**src/rtl/instr_register_pkg.sv**
```systemverilog
// Shared types for the instruction register and its write/read scheduler.
package instr_register_pkg;

    localparam int DEPTH   = 32;
    localparam int MAX_REQ = 8;

    typedef enum logic [3:0] {ZERO, PASSA, PASSB, ADD, SUB, MULT, DIV, MOD} opcode_t;
    typedef logic signed [31:0]          operand_t;
    typedef logic [$clog2(DEPTH)-1:0]    address_t;
    typedef logic [$clog2(MAX_REQ)-1:0]  req_idx_t;

    typedef enum logic [1:0] {IDLE, READ, DONE} sched_state_t;

endpackage

```
**src/rtl/rr_arbiter.sv**
```systemverilog
// Round-robin arbiter: the search starts one past the last requester that was granted.
module rr_arbiter
    import instr_register_pkg::req_idx_t;
#(
    parameter int NUM_REQ = 4
)
(
    input  logic               clk,
    input  logic               reset,
    input  logic [NUM_REQ-1:0] req,
    input  logic               advance,
    output logic [NUM_REQ-1:0] grant
);

    req_idx_t           last_winner;
    req_idx_t           win_idx;
    logic               found;
    logic [NUM_REQ-1:0] rot;

    // Rotating the doubled request vector puts last_winner+1 at bit 0, so the lowest set bit wins.
    always_comb begin
        rot     = NUM_REQ'({req, req} >> (int'(last_winner) + 1));
        found   = 1'b0;
        win_idx = last_winner;
        for (int j = NUM_REQ - 1; j >= 0; j--) begin
            if (rot[j]) begin
                found   = 1'b1;
                win_idx = req_idx_t'((int'(last_winner) + 1 + j) % NUM_REQ);
            end
        end
        for (int i = 0; i < NUM_REQ; i++) begin
            grant[i] = found && (win_idx == req_idx_t'(i));
        end
    end

    always_ff @(posedge clk) begin
        if (reset) begin
            last_winner <= req_idx_t'(NUM_REQ - 1);
        end else if (advance && found) begin
            last_winner <= win_idx;
        end
    end

endmodule

```
**src/rtl/instr_register_sched.sv**
```systemverilog
// Write-port arbitration, pointer/count bookkeeping and in-order read-back for instr_register.
module instr_register_sched
    import instr_register_pkg::opcode_t, instr_register_pkg::operand_t,
           instr_register_pkg::address_t, instr_register_pkg::sched_state_t,
           instr_register_pkg::ZERO, instr_register_pkg::IDLE,
           instr_register_pkg::READ, instr_register_pkg::DONE;
#(
    parameter int NUM_REQ = 4,
    parameter int DEPTH   = instr_register_pkg::DEPTH,
    parameter bit WRAP_EN = 1'b0
)
(
    input  logic                   clk,
    input  logic                   reset,
    input  logic [NUM_REQ-1:0]     req_valid,
    input  opcode_t                req_opcode    [NUM_REQ],
    input  operand_t               req_operand_a [NUM_REQ],
    input  operand_t               req_operand_b [NUM_REQ],
    output logic [NUM_REQ-1:0]     req_grant,
    input  logic                   clear,
    input  logic                   rd_start,
    input  logic                   rd_ready,
    output logic                   rd_valid,
    output address_t               rd_index,
    output logic                   rd_done,
    output logic                   full,
    output logic [$clog2(DEPTH):0] count,
    output logic                   load_en,
    output address_t               write_pointer,
    output address_t               read_pointer,
    output opcode_t                opcode,
    output operand_t               operand_a,
    output operand_t               operand_b
);

    localparam int            CW        = $clog2(DEPTH) + 1;
    localparam logic [CW-1:0] DEPTH_CNT = CW'(DEPTH);
    localparam address_t      LAST_ADDR = address_t'(DEPTH - 1);

    sched_state_t  state;
    logic [CW-1:0] remaining;
    logic          clear_eff;
    logic          grant_ok;

    function automatic address_t next_addr(input address_t a);
        return (a == LAST_ADDR) ? '0 : a + 1'b1;
    endfunction

    // A replay in progress owns the pointers, so clear only acts while idle.
    assign clear_eff = clear && (state == IDLE);
    assign full      = (count == DEPTH_CNT);
    assign grant_ok  = !clear_eff && !(full && !WRAP_EN);
    assign load_en   = |req_grant;
    assign rd_index  = read_pointer;

    rr_arbiter #(.NUM_REQ(NUM_REQ)) u_arb (
        .clk     (clk),
        .reset   (reset),
        .req     (req_valid & {NUM_REQ{grant_ok}}),
        .advance (load_en),
        .grant   (req_grant)
    );

    always_comb begin
        opcode    = ZERO;
        operand_a = '0;
        operand_b = '0;
        for (int i = 0; i < NUM_REQ; i++) begin
            if (req_grant[i]) begin
                opcode    = req_opcode[i];
                operand_a = req_operand_a[i];
                operand_b = req_operand_b[i];
            end
        end
    end

    always_ff @(posedge clk) begin
        if (reset || clear_eff) begin
            write_pointer <= '0;
            count         <= '0;
        end else if (load_en) begin
            write_pointer <= next_addr(write_pointer);
            if (count != DEPTH_CNT) begin
                count <= count + 1'b1;
            end
        end
    end

    // The replay length is snapshotted at start so concurrent writes never extend it.
    always_ff @(posedge clk) begin
        if (reset) begin
            state        <= IDLE;
            rd_valid     <= 1'b0;
            rd_done      <= 1'b0;
            read_pointer <= '0;
            remaining    <= '0;
        end else begin
            rd_done <= 1'b0;
            case (state)
                IDLE: begin
                    if (rd_start) begin
                        if (count != '0) begin
                            state        <= READ;
                            rd_valid     <= 1'b1;
                            remaining    <= count;
                            read_pointer <= (WRAP_EN && full) ? write_pointer : '0;
                        end else begin
                            state   <= DONE;
                            rd_done <= 1'b1;
                        end
                    end
                end
                READ: begin
                    if (rd_ready) begin
                        read_pointer <= next_addr(read_pointer);
                        remaining    <= remaining - 1'b1;
                        if (remaining == CW'(1)) begin
                            state    <= DONE;
                            rd_valid <= 1'b0;
                            rd_done  <= 1'b1;
                        end
                    end
                end
                DONE:    state <= IDLE;
                default: state <= IDLE;
            endcase
        end
    end

endmodule

```
**config.mk**
```make
export PLATFORM = sky130hd
export DESIGN_NAME = instr_register_sched
export DESIGN_NICKNAME = d
export VERILOG_FILES = /design/src/rtl/instr_register_pkg.sv /design/src/rtl/rr_arbiter.sv /design/src/rtl/instr_register_sched.sv
export SDC_FILE = /design/constraint.sdc
export NUM_CORES = 1
export LEC_CHECK = 0
export CORE_AREA = 4 4 147 149
export DETAILED_ROUTE_END_ITERATION = 8
export DIE_AREA = 0 0 151 153
export PLACE_DENSITY = 0.74
export RECOVER_POWER = 50
export SLEW_MARGIN = 40
export SYNTH_ARGS = -nofsm -noshare
export SYNTH_HDL_FRONTEND = slang
export SYNTH_SLANG_ARGS = --single-unit
```
**constraint.sdc**
```tcl
create_clock -name clk -period 7.66 [get_ports clk]
set_input_delay 1.532 -clock clk [delete_from_list [all_inputs] [get_ports clk]]
set_output_delay 1.532 -clock clk [all_outputs]
set_load 0.01 [all_outputs]
```
# ---- Word level (Yosys, flattened, before mapping)
# Cells that the tools add are included.
dict set report word_totals {
  ramBits 0
  rom_bits 0
  register_bits 29
  mem_count 0
  latchBits 0
  elab_cells 103
  input_bits 281
}
dict set report op_classes {
  n_lt_le_gt_ge 0
  reduce_logical 23
  n_bitwise 5
  n_eq_ne 13
  div_mod_pow 0
  n_mux 45
  n_mul 0
  n_addsub 8
  shifts 1
}
# cell count
set op_table {}
lappend op_table {{two-way mux 32 bit} 8}
lappend op_table {{adder 32 x 3 -> 32 bit (second input constant)} 2}
lappend op_table {{adder 32 x 2 -> 32 bit (second input constant)} 1}
lappend op_table {{two-way mux 5 bit} 5}
lappend op_table {{two-way mux 6 bit} 3}
lappend op_table {{two-way mux 4 bit} 4}
lappend op_table {{two-way mux 1 bit} 12}
lappend op_table {{two-way mux 3 bit} 4}
lappend op_table {{one-hot mux 6 bit (2 select lines)} 1}
lappend op_table {{adder 5 x 1 -> 5 bit (second input constant)} 2}
lappend op_table {{equality test 5 bit (second input constant)} 2}
lappend op_table {{one-hot mux 5 bit (2 select lines)} 1}
lappend op_table {{two-way mux 2 bit} 4}
lappend op_table {{OR reduction 2 bit} 4}
lappend op_table {{right shift 8 x 4 -> 4 bit} 1}
lappend op_table {{logical AND 1 bit} 7}
lappend op_table {{adder 6 x 1 -> 6 bit (second input constant)} 1}
lappend op_table {{equality test 3 x 2 -> 1 bit (second input constant)} 2}
lappend op_table {{equality test 6 x 1 -> 1 bit (second input constant)} 1}
lappend op_table {{equality test 6 bit (second input constant)} 1}
lappend op_table {{inequality test 2 bit (second input constant)} 3}
lappend op_table {{inequality test 6 bit (second input constant)} 1}
lappend op_table {{nonzero test 6 bit} 1}
lappend op_table {{subtractor 6 x 1 -> 6 bit (second input constant)} 1}
lappend op_table {{other kinds (19)} 23}

# ---- Longest topological paths before layout
dict set report depth {
  word_depth 16
  depth_mapped 11
  mapped_depth_nobuf 9
}

# ---- By module
# Synthesis repeated with hierarchy kept, for this count alone.
dict set report unflattened {
  cells_unflattened 553
  hier_area_um2 3970.1
}
# module cells_each n_inst area_per_inst_um2 seq_area_each_um2
set modules_own_cells {}
lappend modules_own_cells {instr_register_sched 501 1 3563.4 520.5}
lappend modules_own_cells {rr_arbiter 52 1 406.6 60.1}

# ---- Worst setup path before layout
# No wires, ideal clock.
dict set report synth_timing {
  path_type {input to output}
  from {input port req_valid[0]}
  to {output port opcode[3]}
  t_required_ns 6.128
  setup_slack_ns 3.103
  t_arrival_ns 3.025
  n_path_buf 2
  stages 8
  path_cell_list {nand2b_4 -> or2_0 -> a211o_1 -> a32oi_1 -> and4_4 -> buf_12 -> buf_12 -> mux2i_1}
}
dict set report synth_between {
  elab_chain_len 12
}
# element line_no
set synth_lines {}
lappend synth_lines {{start: declaration} instr_register_sched.sv:15} ;# input logic [NUM_REQ-1:0] req_valid,
lappend synth_lines {{AND 4 bit (*)} instr_register_sched.sv:59} ;# .req (req_valid & {NUM_REQ{grant_ok}}),
lappend synth_lines {{right shift 8 x 4 -> 4 bit (*)} rr_arbiter.sv:22} ;# rot = NUM_REQ'({req, req} >> (int'(last_winner) + 1));
lappend synth_lines {{two-way mux 3 bit (4 in a row)} rr_arbiter.sv:26} ;# if (rot[j]) begin
lappend synth_lines {{zero test 3 bit} rr_arbiter.sv:32} ;# grant[i] = found && (win_idx == req_idx_t'(i));
lappend synth_lines {{logical AND 1 bit} rr_arbiter.sv:32}
lappend synth_lines {{two-way mux 4 bit (3 in a row)} instr_register_sched.sv:69} ;# if (req_grant[i]) begin
lappend synth_lines {{two-way mux 4 bit (*)} instr_register_sched.sv:69}
lappend synth_lines {{end: declaration} instr_register_sched.sv:31} ;# output opcode_t opcode,
# Every way passes the cells marked *; elsewhere a longest branch is shown, timed or not.

# ---- Worst setup path in the final report
dict set report layout_timing {
  from {input port clear}
  to {output port operand_b[4]}
}
dict set report layout_between {
  elab_chain_len 15
}
# element line_no
set layout_lines {}
lappend layout_lines {{start: declaration} instr_register_sched.sv:20} ;# input logic clear,
lappend layout_lines {{logical AND 1 bit (*)} instr_register_sched.sv:50} ;# assign clear_eff = clear && (state == IDLE);
lappend layout_lines {{zero test 1 bit (*)} instr_register_sched.sv:52} ;# assign grant_ok = !clear_eff && !(full && !WRAP_EN);
lappend layout_lines {{logical AND 1 bit (*)} instr_register_sched.sv:52}
lappend layout_lines {{AND 4 bit (*)} instr_register_sched.sv:59}
lappend layout_lines {{right shift 8 x 4 -> 4 bit (*)} rr_arbiter.sv:22}
lappend layout_lines {{two-way mux 3 bit (4 in a row)} rr_arbiter.sv:26}
lappend layout_lines {{zero test 3 bit} rr_arbiter.sv:32}
lappend layout_lines {{logical AND 1 bit} rr_arbiter.sv:32}
lappend layout_lines {{two-way mux 32 bit (3 in a row)} instr_register_sched.sv:69}
lappend layout_lines {{two-way mux 32 bit (*)} instr_register_sched.sv:69}
lappend layout_lines {{end: declaration} instr_register_sched.sv:33} ;# output operand_t operand_b
# Marks and branches as above.

==> flow_metrics.env <==
export IMPL_die_h_um=153
export IMPL_drt_pass1_iter_count=4
export IMPL_max_slew_margin=0.2732
export IMPL_startpoint_type="primary input"
export IMPL_num_rows=52
export IMPL_slew_viol_final=0
export IMPL_start_util=0.2487
export IMPL_syn_instance_count=651
export IMPL_cts_hold_buf=0
export IMPL_overflow=0
export IMPL_coreArea_um2=20170
export IMPL_grt_pass1_wl_um=33880
export IMPL_first_iter_violations=428
export IMPL_drt_total_wl_um=22980
export IMPL_grt_max_degree=138
export IMPL_port_buffers=377
export IMPL_drcViolationCount=0
export IMPL_powerDensity_nw_per_um2=344.1
export IMPL_wire_per_inst_um=18.79
export IMPL_antenna_found_initial=1
export IMPL_layout_commonest_cell="clkdlybuf4s50_1"
export IMPL_routabilityCongestion=0.8820
export IMPL_final_area_um2=8891
export IMPL_async_flop_share=0
export IMPL_worst_pin_slew_ns=1.079
export IMPL_post_dp_cell_area_um2=8736
export IMPL_whs_path_depth=2
export IMPL_dp_cells=1214
export IMPL_holdCritPathClass="reg2reg"
export IMPL_crit_fanout=107
export IMPL_cp_end_kind="output port"
export IMPL_syn_nets=940
export IMPL_finalSetupViolCount=0
export IMPL_final_nets=1240
export IMPL_synth_avg_cell_area_um2=7.705
export IMPL_maxCapViolCount=0
export IMPL_ys_ff_latch=29
export IMPL_fin_crit_sh=0.8929
export IMPL_ys_types=57
export IMPL_tns_ns=0
export IMPL_cts_tree="done"
export IMPL_layout_common_cells="345 x clkdlybuf4s50_1, 138 x a31oi_1, 136 x and4_1"
export IMPL_synth_edf_count=0
export IMPL_hold_viol=0
export IMPL_cp_data_arrival_time_ns=5.31
export IMPL_synth_seq_area_share=0.1157
export IMPL_leakage_nw=3.392
export IMPL_synth_area_um2=5016
export IMPL_skew_ns=0.008345
export IMPL_grt_pass1_vias=6232
export IMPL_cts_resized=0
export IMPL_drtAntennaViolNets=0
export IMPL_max_freq_mhz=146.2
export IMPL_post_cts_setup_buffers=0
export IMPL_htreeDepth=2
export IMPL_dieArea_um2=23100
export IMPL_vias=6606
export IMPL_rsz0062_at_grt="no"
export IMPL_irDropWorstVdd_mv=0.2153
export IMPL_clk_pin_slew_worst_paths_ns=0.05
export IMPL_min_period_ns=6.840
export IMPL_die_w_um=151
export IMPL_reg2reg_depth=11
export IMPL_cts_sinks=29
export IMPL_status="finished, final reports clean"
export IMPL_clock_tree_buffer_depth=2
export IMPL_final_cells=1223
export IMPL_drive_gt1_frac=0.03782
export IMPL_dp_final_hpwl_um=17380
export IMPL_cts_buffers_inserted=5
export IMPL_path_class="in2out"
export IMPL_yosys_area_top_type="and4_1"
export IMPL_avgViaCountPerCell=5.401
export IMPL_area_growth_pct=77.25
export IMPL_synthFlopType="dfxtp_1"
export IMPL_clock_root_buffer="clkbuf_16"
export IMPL_critPathRequiredTime_ns=6.13
export IMPL_clk_latency_ns=0.28
export IMPL_synth_top_area_share=0.2375
export IMPL_pin_count=378
export IMPL_synth_area_leaders="and4_1 24%, a31oi_1 17%, mux2i_1 15%, dfxtp_1 12%, buf_2 3.8%"
export IMPL_grt_usage=0.1798
export IMPL_fillCellCount=2025
export IMPL_yosysWarnings=0
worst paths after layout:
path / from / to / slack [ns]
setup / recovery: clear / operand_b[4] / 0.82
hold / removal: write_pointer[4] / write_pointer[4] / 0.49
setup reg to reg: count[0] / count[5] / 4.06
hold reg to reg: write_pointer[4] / write_pointer[4] / 0.49
where the power goes:
part / switching (mW) / internal (mW)
Clock: 0.0631 / 0.162
Combinational: 1.33 / 1.31
Sequential: 0.0299 / 0.165
Total: 1.42 / 1.64
worst max-delay path: stages:
cell and delay, ns:
clkdlybuf4s50_1 0.46, nor3b_1 0.41, a21oi_1 0.19, o31ai_2 0.11
clkbuf_1 0.62, inv_6 0.40, buf_12 0.34, and4_1 0.21
a31oi_1 0.27, mux2i_1 0.12, clkdlybuf4s50_1 0.51
routing by layer:
layer / GRT usage / part of all wire / vias up
li1: - / - / 3225
met1: 0.2202 / 0.41 / 3096
met2: 0.3131 / 0.49 / 266
met3: 0.05478 / 0.091 / 19
met4: 0.03022 / 0.012 / 0
met5: 0 / 0 / -
cells by family after synthesis:
| logic type | share of synthesized area |
|---|---|
| AND/OR/NAND/NOR | 0.3410 |
| AO/OA/AOI/OAI | 0.2425 |
| buffers and inverters | 0.1247 |
| multiplexers | 0.1457 |
| flip-flops | 0.1157 |
| adder cells (fa/ha/maj) | 0.01996 |
| XOR/XNOR | 0.01048 |
final cells by class:
| cell class | instances | area (um2) | share of cell area |
|---|---|---|---|
| clock inverter | 1 | 30.03 | 0.003377 |
| multi-input combinational | 513 | 3829 | 0.4306 |
| clock buffer | 7 | 142.6 | 0.01604 |
| antenna | 1 | 2.502 | 0.0002815 |
| inverter | 10 | 42.54 | 0.004785 |
| sequential | 29 | 580.6 | 0.06530 |
| tap | 270 | 337.8 | 0.03800 |
| timing repair buffer | 392 | 3926 | 0.4416 |
through the flow:
step                setup slack [ns]  hold WS, ns    util  power [mW]
CTS                            1.182       0.4963  0.4417       3.097
global route                  0.5805       0.5208  0.4408       3.271
global placement               1.274       0.4704  0.4331       2.845
detailed placement             1.217       0.4911  0.4331       2.855
finish                        0.8204       0.4867  0.4408       3.059
floorplan                      3.103       0.4579       -       1.887
flip-flops by register name (all words and copies together) (netlist names):
signal and flops:
u_arb.last_winner 3, remaining 6, rd_index 5, rd_done 1, write_pointer 5, state 2
count 6, rd_valid 1
Yosys cell counts, types with 3 or more instances:
cell type,instances
a211oi_1,4
a21oi_1,23
a31oi_1,138
and3_1,3
and4_1,136
buf_12,8
buf_2,38
buf_4,6
clkbuf_1,38
clkbuf_2,7
dfxtp_1,29
ha_1,8
inv_1,8
mux2i_1,73
nand2_1,25
nand2b_1,7
nand3_1,6
nand4_1,3
nor2_1,20
nor2b_1,3
nor3_1,7
nor3b_1,3
o211ai_1,3
o21ai_0,9
xnor2_1,3
xor2_1,3
No activity file was read; power rests on OpenSTA's default activity.
